<file path="src/rtl/round_robin_mux_n_1.sv">
// N:1 arbitrated multiplexer with per-channel valid/ready handshakes and a
// one-entry registered output stage. It arbitrates round-robin or fixed
// priority, and reports the source channel alongside the captured word.
module round_robin_mux_n_1 #(
  parameter int NUM_CHANNELS = 4,
  parameter int DATA_WIDTH   = 8,
  parameter int ARB_MODE     = 1
) (
  input  logic                               Clock_In,
  input  logic                               Reset_In,
  input  logic                               Enable_In,
  input  logic [NUM_CHANNELS*DATA_WIDTH-1:0] Data_In,
  input  logic [NUM_CHANNELS-1:0]            Valid_In,
  output logic [NUM_CHANNELS-1:0]            Ready_Out,
  output logic [DATA_WIDTH-1:0]              Data_Out,
  output logic [$clog2(NUM_CHANNELS)-1:0]    Channel_Out,
  output logic                               Valid_Out,
  input  logic                               Ready_In
);

  localparam int SEL_WIDTH = $clog2(NUM_CHANNELS);
  localparam logic [SEL_WIDTH-1:0] LAST_GRANT_RST = SEL_WIDTH'(NUM_CHANNELS - 1);

  // Registered output stage and arbitration history
  logic [DATA_WIDTH-1:0] data_q,       data_d;
  logic [SEL_WIDTH-1:0]  chan_q,       chan_d;
  logic                  valid_q,      valid_d;
  logic [SEL_WIDTH-1:0] last_grant_q, last_grant_d;

  // Arbitration intermediates
  logic [NUM_CHANNELS-1:0] req_above;
  logic [NUM_CHANNELS-1:0] search_vec;
  logic [NUM_CHANNELS-1:0] grant_oh;
  logic [SEL_WIDTH-1:0]    grant_idx;
  logic                    grant_found;
  logic [DATA_WIDTH-1:0]   grant_data;
  logic                    slot_free;
  logic                    load;

  // Grant selection. Round-robin is done by masking: requests strictly above
  // the last grant win first; when none exist the search wraps to the lowest
  // requesting index, which is equivalent to a modular scan from last+1.
  always_comb begin
    req_above = '0;
    for (int unsigned i = 0; i < NUM_CHANNELS; i++) begin
      req_above[i] = Valid_In[i] && (i > 32'(last_grant_q));
    end

    if ((ARB_MODE != 0) && (|req_above)) begin
      search_vec = req_above;
    end else begin
      search_vec = Valid_In;
    end

    grant_oh    = '0;
    grant_idx   = '0;
    grant_found = 1'b0;
    for (int unsigned i = 0; i < NUM_CHANNELS; i++) begin
      if (search_vec[i] && !grant_found) begin
        grant_oh[i] = 1'b1;
        grant_idx   = SEL_WIDTH'(i);
        grant_found = 1'b1;
      end
    end
  end

  // AND-OR data select: non-granted lanes are masked to zero, so unknowns
  // on idle channels never reach the output register.
  always_comb begin
    grant_data = '0;
    for (int unsigned i = 0; i < NUM_CHANNELS; i++) begin
      grant_data = grant_data |
                   (Data_In[i*DATA_WIDTH +: DATA_WIDTH] & {DATA_WIDTH{grant_oh[i]}});
    end
  end

  // Handshake: load when enabled, something requests and the slot can take it
  always_comb begin
    slot_free = !valid_q || Ready_In;
    load      = Enable_In && (|Valid_In) && slot_free;
    Ready_Out = load ? grant_oh : '0;
  end

  // Next state of the output register and arbitration history
  always_comb begin
    data_d       = data_q;
    chan_d       = chan_q;
    valid_d      = valid_q;
    last_grant_d = last_grant_q;
    if (load) begin
      data_d       = grant_data;
      chan_d       = grant_idx;
      valid_d      = 1'b1;
      last_grant_d = grant_idx;
    end else if (Ready_In) begin
      valid_d = 1'b0;
    end
  end

  // State registers, asynchronously cleared
  always_ff @(posedge Clock_In or posedge Reset_In) begin
    if (Reset_In) begin
      data_q       <= '0;
      chan_q       <= '0;
      valid_q      <= 1'b0;
      last_grant_q <= LAST_GRANT_RST;
    end else begin
      data_q       <= data_d;
      chan_q       <= chan_d;
      valid_q      <= valid_d;
      last_grant_q <= last_grant_d;
    end
  end

  assign Data_Out    = data_q;
  assign Channel_Out = chan_q;
  assign Valid_Out   = valid_q;

endmodule

</file>
<file path="config.mk">
export PLATFORM = sky130hd
export DESIGN_NAME = round_robin_mux_n_1
export DESIGN_NICKNAME = d
export VERILOG_FILES = /design/src/rtl/round_robin_mux_n_1.sv
export SDC_FILE = /design/constraint.sdc
export NUM_CORES = 1
export LEC_CHECK = 0
export ABC_AREA = 1
export CAP_MARGIN = 20
export CORE_AREA = 2 2 53 55
export DETAILED_ROUTE_END_ITERATION = 8
export DIE_AREA = 0 0 55 57
export HOLD_SLACK_MARGIN = 0.12
export PLACE_DENSITY_LB_ADDON = 0.1
export REMOVE_ABC_BUFFERS = 1
export SYNTH_ARGS = -nofsm -noshare
export SYNTH_HDL_FRONTEND = slang
export SYNTH_SLANG_ARGS = --single-unit
</file>
<file path="constraint.sdc">
create_clock -name Clock_In -period 2.6 [get_ports Clock_In]
set_input_delay 0.39 -clock Clock_In [delete_from_list [all_inputs] [get_ports Clock_In]]
set_output_delay 0.39 -clock Clock_In [all_outputs]
set_load 0.02 [all_outputs]
</file>
==> results_dict.tcl, run 1 <==
set metrics [dict create \
    status "complete, no violations" \
    crit_type "input pin to output pin" \
    r2r_slack_ps 940 \
    overflow 0 \
    crit_required_ps 2210 \
    synth_seq_cells 13 \
    pwr-share-clk_pct 10.7 \
    r2r-start "last_grant_q[1]$_DFFE_PP1P_" \
    yosysTopAreaCell "dfrtp_1" \
    die_width_um 55 \
    tritoncts "built" \
    first_global_vias 1068 \
    r2r_end "Data_Out[2]$_DFFE_PP0P_" \
    rsz0062_at_grt "false" \
    power_leakage_nw 0.871 \
    tns_ps 0 \
    start_util_pct 39.8 \
    die_area_um2 3140 \
    clk-insertion-delay-late_ps 260 \
    io_pins 55 \
    top_usage_layer "met2" \
    vias_per_cell 4.66 \
    diodes 0 \
    crit_end "Ready_Out[3]" \
    drv_slew 0 \
    rr_worst_depth 11 \
    setup_viol 0 \
    die_h_um 57 \
    drive_gt1_share_pct 15.9 \
    postCtsSetupBuffers 0 \
    routedWlPerCell_um 11.6 \
    dr.first_iter.drc_count 37 \
    cts_max_level 1 \
    path_cells "clkdlybuf4s50_1 -> inv_1 -> nand3_1 -> nand3_2 -> inv_1 -> nand3_1 -> inv_2 -> dlymetal6s2s_1" \
    synth.distinct_cells 24 \
    fillers 235 \
    syn_inst 154 \
    fmax_mhz 453 \
    grt_start_max_net_pins 18 \
    cp_slowest_cell "clkdlybuf4s50_1" \
    yosys-top-cells-area "dfrtp_1, nand3_1, inv_1" \
    antenna_left 0 \
    finalNetCount 255 \
    grtUsageTotal_pct 19.4 \
    dr.pass1.iters 4 \
    ys_seq_area_share_pct 31.5 \
    hold_viol_final 0 \
    grt_use_met1_pct 25.9 \
    worstPathArrival_ps 1820 \
    max_slew_margin_pct 69.0 \
    p_sw_share_pct 41.3 \
    clockBufferDepth 2 \
    holdCritPathClass "input pin to async pin" \
    num_rows 19 \
    clockRootBuffer "clkbuf_4" \
    period_minus_slack_ps 2210 \
    met3_usage_pct 3.66 \
    p_switching_mw 0.451 \
    cts.sinks 13 \
    cap_viol_max_count 0 \
    clk_pin_slew_ps 70 \
    hold_buffers 0 \
    synthesis.area_um2 1040 \
    dp_hpwl_um 2370 \
    io_buffers 54 \
    critPathLaunchType "input pin" \
    startpoint "Valid_In[3]" \
    drt-total-wl_um 2850 \
    vias 1142 \
    worst_pin_slew_ps 465 \
    comb_power_share_pct 60.2 \
    syn2layout_area_growth_pct 59.4 \
    power_density_nw_per_um2 658 \
    drc 0 \
    end_kind "output pin" \
    syn_avg_cell_area_um2 6.76 \
    antenna_found_initial 0 \
    p_int_mw 0.640 \
    grt_use_met2_pct 29.3 \
    crit_path_max_fanout 4 \
    cts_buffers 3 \
    place_congestion 0.825 \
    core_region_area_um2 2620 \
    total_power_mw 1.09 \
    grt_pass1_wl_um 4550 \
    vdd_drop_max_v 0.000694 \
    yosysTopAreaCellShare_pct 26.4 \
    yosys_warnings 0 \
    fin_crit_sh_pct 84.9 \
    skew_ps 1.39 \
    seq_power_share_pct 29.1 \
    max_stage_delay_ps 550 \
]
[metrics by stage]
| step | utilization, % | worst slack (ps) | hold WS [ps] | instances | cell area, µm² |
|---|---|---|---|---|---|
| finish | 63.4 | 392 | 431 | 245 | 1660 |
| global route | 63.4 | 260 | 493 | 245 | 1660 |
| CTS | 63.1 | 10.3 | 439 | 245 | 1650 |
| detailed placement | 62.1 | 18.6 | 472 | 241 | 1620 |
| global placement | 62.1 | 81.0 | 468 | 241 | 1620 |
| floorplan | - | 757 | 266 | 149 | 991 |
[kinds of logic after synthesis]
family	Yosys count	share of synthesized area, %
simple gates	97	47.5
buf+inv	41	17.8
compound gates	3	3.24
flops	13	31.5
[worst min-delay path by stage]
stage                     slack (ps)  depth (start not counted)                        from                          to
after floorplan                  270                          1                    Reset_In  Channel_Out[0]$_DFFE_PP0P_
after global placement           470                          2  Channel_Out[1]$_DFFE_PP0P_  Channel_Out[1]$_DFFE_PP0P_
after detailed placement         470                          2  Channel_Out[1]$_DFFE_PP0P_  Channel_Out[1]$_DFFE_PP0P_
after CTS                        440                          2                    Reset_In     Data_Out[7]$_DFFE_PP0P_
after global routing             490                          2                    Reset_In     Data_Out[4]$_DFFE_PP0P_
final                            430                          2                    Reset_In     Data_Out[7]$_DFFE_PP0P_
[cell usage in the layout, fill, tap and decap left out]
master,synthesis,routed
clkbuf_4,1,3
dfstp_2,2,2
or2_2,8,8
nand2_1,24,24
nand4_2,2,2
dlymetal6s2s_1,0,4
inv_1,24,24
nand2_4,1,1
nor2_2,1,1
nor2_4,1,1
clkinv_1,8,8
nor2_1,19,19
nand3_2,1,1
o21ai_1,1,1
clkbuf_1,0,1
dfrtp_1,11,11
a31oi_4,1,1
nor3_2,1,1
inv_2,4,4
nand3_1,37,37
nand3_4,1,1
o211ai_1,1,1
buf_4,0,7
nand2_2,1,1
clkdlybuf4s50_1,0,50
[synth_stat cells (all sizes together)]
cell    count
nand3      39
inv        28
nand2      26
nor2       21
dfrtp      11
clkinv      8
or2         8
buf         4
dfstp       2
nand4       2
a31oi       1
clkbuf      1
nor3        1
o211ai      1
o21ai       1
[timing repair]
action                                  in CTS  in global routing
resized for setup                            0                  4
hold endpoints to repair                     0                  0
endpoints found under the setup margin       0                  4
[flip-flops by register name, summed over array words and instances (netlist names)]
| register | flops |
|---|---|
| Data_Out | 8 |
| Channel_Out | 2 |
| last_grant_q | 2 |
| Valid_Out | 1 |
[layout make-up]
| type | count | area, µm² | area share, % |
|---|---|---|---|
| Multi-Input combinational cell | 100 | 528 | 31.8 |
| Clock buffer | 4 | 26.3 | 1.58 |
| Sequential cell | 13 | 328 | 19.8 |
| Inverter | 36 | 135 | 8.14 |
| Tap cell | 31 | 38.8 | 2.34 |
| Timing Repair Buffer | 61 | 603 | 36.3 |
[per-layer routing]
| layer | wire length, µm | vias up |
|---|---|---|
| li1 | - | 597 |
| met1 | 1250 | 507 |
| met2 | 1320 | 32 |
| met3 | 224 | 6 |
| met4 | 52 | 0 |
| met5 | 0 | - |
[power groups by stage]
stage / combinational, mW / sequential (mW) / clock (mW)
floorplan: 0.303 / 0.389 / 0
global placement: 0.647 / 0.322 / 0
detailed placement: 0.658 / 0.323 / 0
CTS: 0.663 / 0.319 / 0.125
global route: 0.720 / 0.326 / 0.136
finish: 0.657 / 0.318 / 0.116
[critical path: cells and delay by family]
kind / cells / cell delay, ps
buffers and inverters: 5 / 1050
and+or+nand+nor: 3 / 380
Note: power is estimated with default switching activity, not from simulation.
==> run 2: changes to the inputs <==
--- a/config.mk
+++ b/config.mk
@@ -7,9 +7,9 @@
 export LEC_CHECK = 0
 export ABC_AREA = 1
 export CAP_MARGIN = 20
-export CORE_AREA = 2 2 53 55
+export CORE_AREA = 2 2 55 57
 export DETAILED_ROUTE_END_ITERATION = 8
-export DIE_AREA = 0 0 55 57
+export DIE_AREA = 0 0 57 59
 export HOLD_SLACK_MARGIN = 0.12
 export PLACE_DENSITY_LB_ADDON = 0.1
 export REMOVE_ABC_BUFFERS = 1
==> constraint.sdc (replaced) <==
create_clock -name Clock_In -period 2.21 [get_ports Clock_In]
set_input_delay 0.3315 -clock Clock_In [delete_from_list [all_inputs] [get_ports Clock_In]]
set_output_delay 0.3315 -clock Clock_In [all_outputs]
set_load 0.02 [all_outputs]
==> results_dict.tcl, run 2 (synthesized netlist as in run 1, its figures left out) <==
set metrics [dict create \
    status "complete, no violations" \
    fin_crit_sh_pct 95.2 \
    tritoncts "built" \
    seq_area_um2 328 \
    overflow 0 \
    fillers 258 \
    largest_reg_flops 8 \
    cts_max_level 1 \
    io_pins 55 \
    vias_per_cell 4.54 \
    fin_util_pct 63.3 \
    crit_required_ps 1880 \
    clockBufferDepth 2 \
    die_width_um 57 \
    hold_buffers 0 \
    path_cells "inv_2 -> nand2_2 -> nand4_2 -> buf_4 -> nor2_1 -> dlygate4sd2_1" \
    r2r_end "Data_Out[6]$_DFFE_PP0P_" \
    max_slew_margin_pct 67.9 \
    die_h_um 59 \
    drive_gt1_share_pct 20.1 \
    dr.pass1.iters 4 \
    antenna_left 0 \
    r2r-start "last_grant_q[1]$_DFFE_PP1P_" \
    dp_hpwl_um 2480 \
    critPathLaunchType "flip-flop" \
    place_congestion 0.834 \
    tns_ps 0 \
    cp_slowest_cell "dfstp_2" \
    first_global_vias 1130 \
    cap_viol_max_count 0 \
    mostFrequentLayoutCells "clkdlybuf4s50_1, nand3_1, inv_1, nand2_1, nor2_1" \
    grt_pass1_wl_um 4850 \
    clockRootBuffer "clkbuf_4" \
    r2r_slack_ps 410 \
    rsz0062_at_grt "false" \
    finalNetCount 265 \
    setup_viol 0 \
    rr_worst_depth 12 \
    multi_input_area_um2 528 \
    die_area_um2 3360 \
    hold_viol_final 0 \
    syn2layout_area_growth_pct 64.9 \
    power_density_nw_per_um2 774 \
    crit_type "flip-flop to output pin" \
    io_buffers 54 \
    clk_pin_slew_ps 70 \
    fmax_mhz 475 \
    worstPathArrival_ps 1770 \
    dr.first_iter.drc_count 29 \
    total_power_mw 1.33 \
    routedWlPerCell_um 11.7 \
    start_util_pct 38.4 \
    holdCritPathClass "input pin to async pin" \
    worst_pin_slew_ps 481 \
    drv_slew 0 \
    clk-insertion-delay-late_ps 270 \
    num_rows 19 \
    period_minus_slack_ps 2100 \
    diodes 0 \
    drt-total-wl_um 2990 \
    max_stage_delay_ps 590 \
    cts.sinks 13 \
    power_leakage_nw 0.859 \
    crit_path_max_fanout 4 \
    mostFrequentLayoutCell "clkdlybuf4s50_1" \
    cts_buffers 3 \
    drc 0 \
    vdd_drop_max_v 0.000567 \
    core_region_area_um2 2710 \
    antenna_found_initial 0 \
    postCtsSetupBuffers 0 \
    end_kind "output pin" \
    grtUsageTotal_pct 18.5 \
    grt_start_max_net_pins 17 \
    vias 1158 \
    skew_ps 0.955 \
]
run 2: changes by cell type in the layout (fill, tap and decap cells not counted):
cell / delta
clkdlybuf4s15_1: +1
buf_4: +10
dlygate4sd2_1: +2
clkbuf_2: +1
dlymetal6s2s_1: -4
run 2: worst max-delay path: cells and delay by family, from the launching register on:
kind,cells,cell delay [ps]
buffers and inverters,3,590
flip-flops,1,590
AND/OR/NAND/NOR,3,310
run 2: how the worst max path moves through the flow:
stage                     slack [ps]            to                        start  cells after the start
after detailed placement        -180  Ready_Out[3]                  Valid_In[3]                      8
after floorplan                  430  Ready_Out[3]  last_grant_q[1]$_DFFE_PP1P_                      7
final                            110  Ready_Out[0]  last_grant_q[1]$_DFFE_PP1P_                      6
after global routing               3  Ready_Out[0]                  Valid_In[3]                      7
after CTS                         60  Ready_Out[1]  last_grant_q[1]$_DFFE_PP1P_                      7
after global placement          -150  Ready_Out[1]                  Valid_In[3]                      8
run 2: layer usage:
metal  up-vias  global-route usage [%]  wire length (µm)
met2        40                    29.2              1370
met3         5                    2.18               200
met4         0                    8.64                53
met1       501                    25.4              1360
met5         -                       0                 0
li1        612                       -                 -
run 2: per-stage QoR:
| stage | hold slack [ps] | setup slack [ps] | instances | area [µm²] |
|---|---|---|---|---|
| 2_1_floorplan | 207 | 425 | 149 | 991 |
| 3_3_place_gp | 469 | -150 | 251 | 1700 |
| 3_5_place_dp | 492 | -180 | 251 | 1700 |
| 4_1_cts | 370 | 62.1 | 255 | 1720 |
| 5_1_grt | 419 | 2.96 | 255 | 1720 |
| 6_report | 366 | 106 | 255 | 1720 |
run 2: layout make-up:
class	count	share of cell area, %
timing repair buffer	71	38.5
multi-input combinational	100	30.8
sequential	13	19.1
inverter	36	7.87
tap	31	2.26
clock buffer	4	1.53
run 2: power by group:
group / switching [mW] / total, mW / internal [mW]
Combinational: 0.424 / 0.801 / 0.377
Sequential: 0.0537 / 0.383 / 0.329
Clock: 0.0746 / 0.145 / 0.0700
run 2: repair_timing:
action,4_1_cts,5_1_grt
gates resized for setup,4,3
endpoints found under the setup margin,4,2
pin swaps,0,0
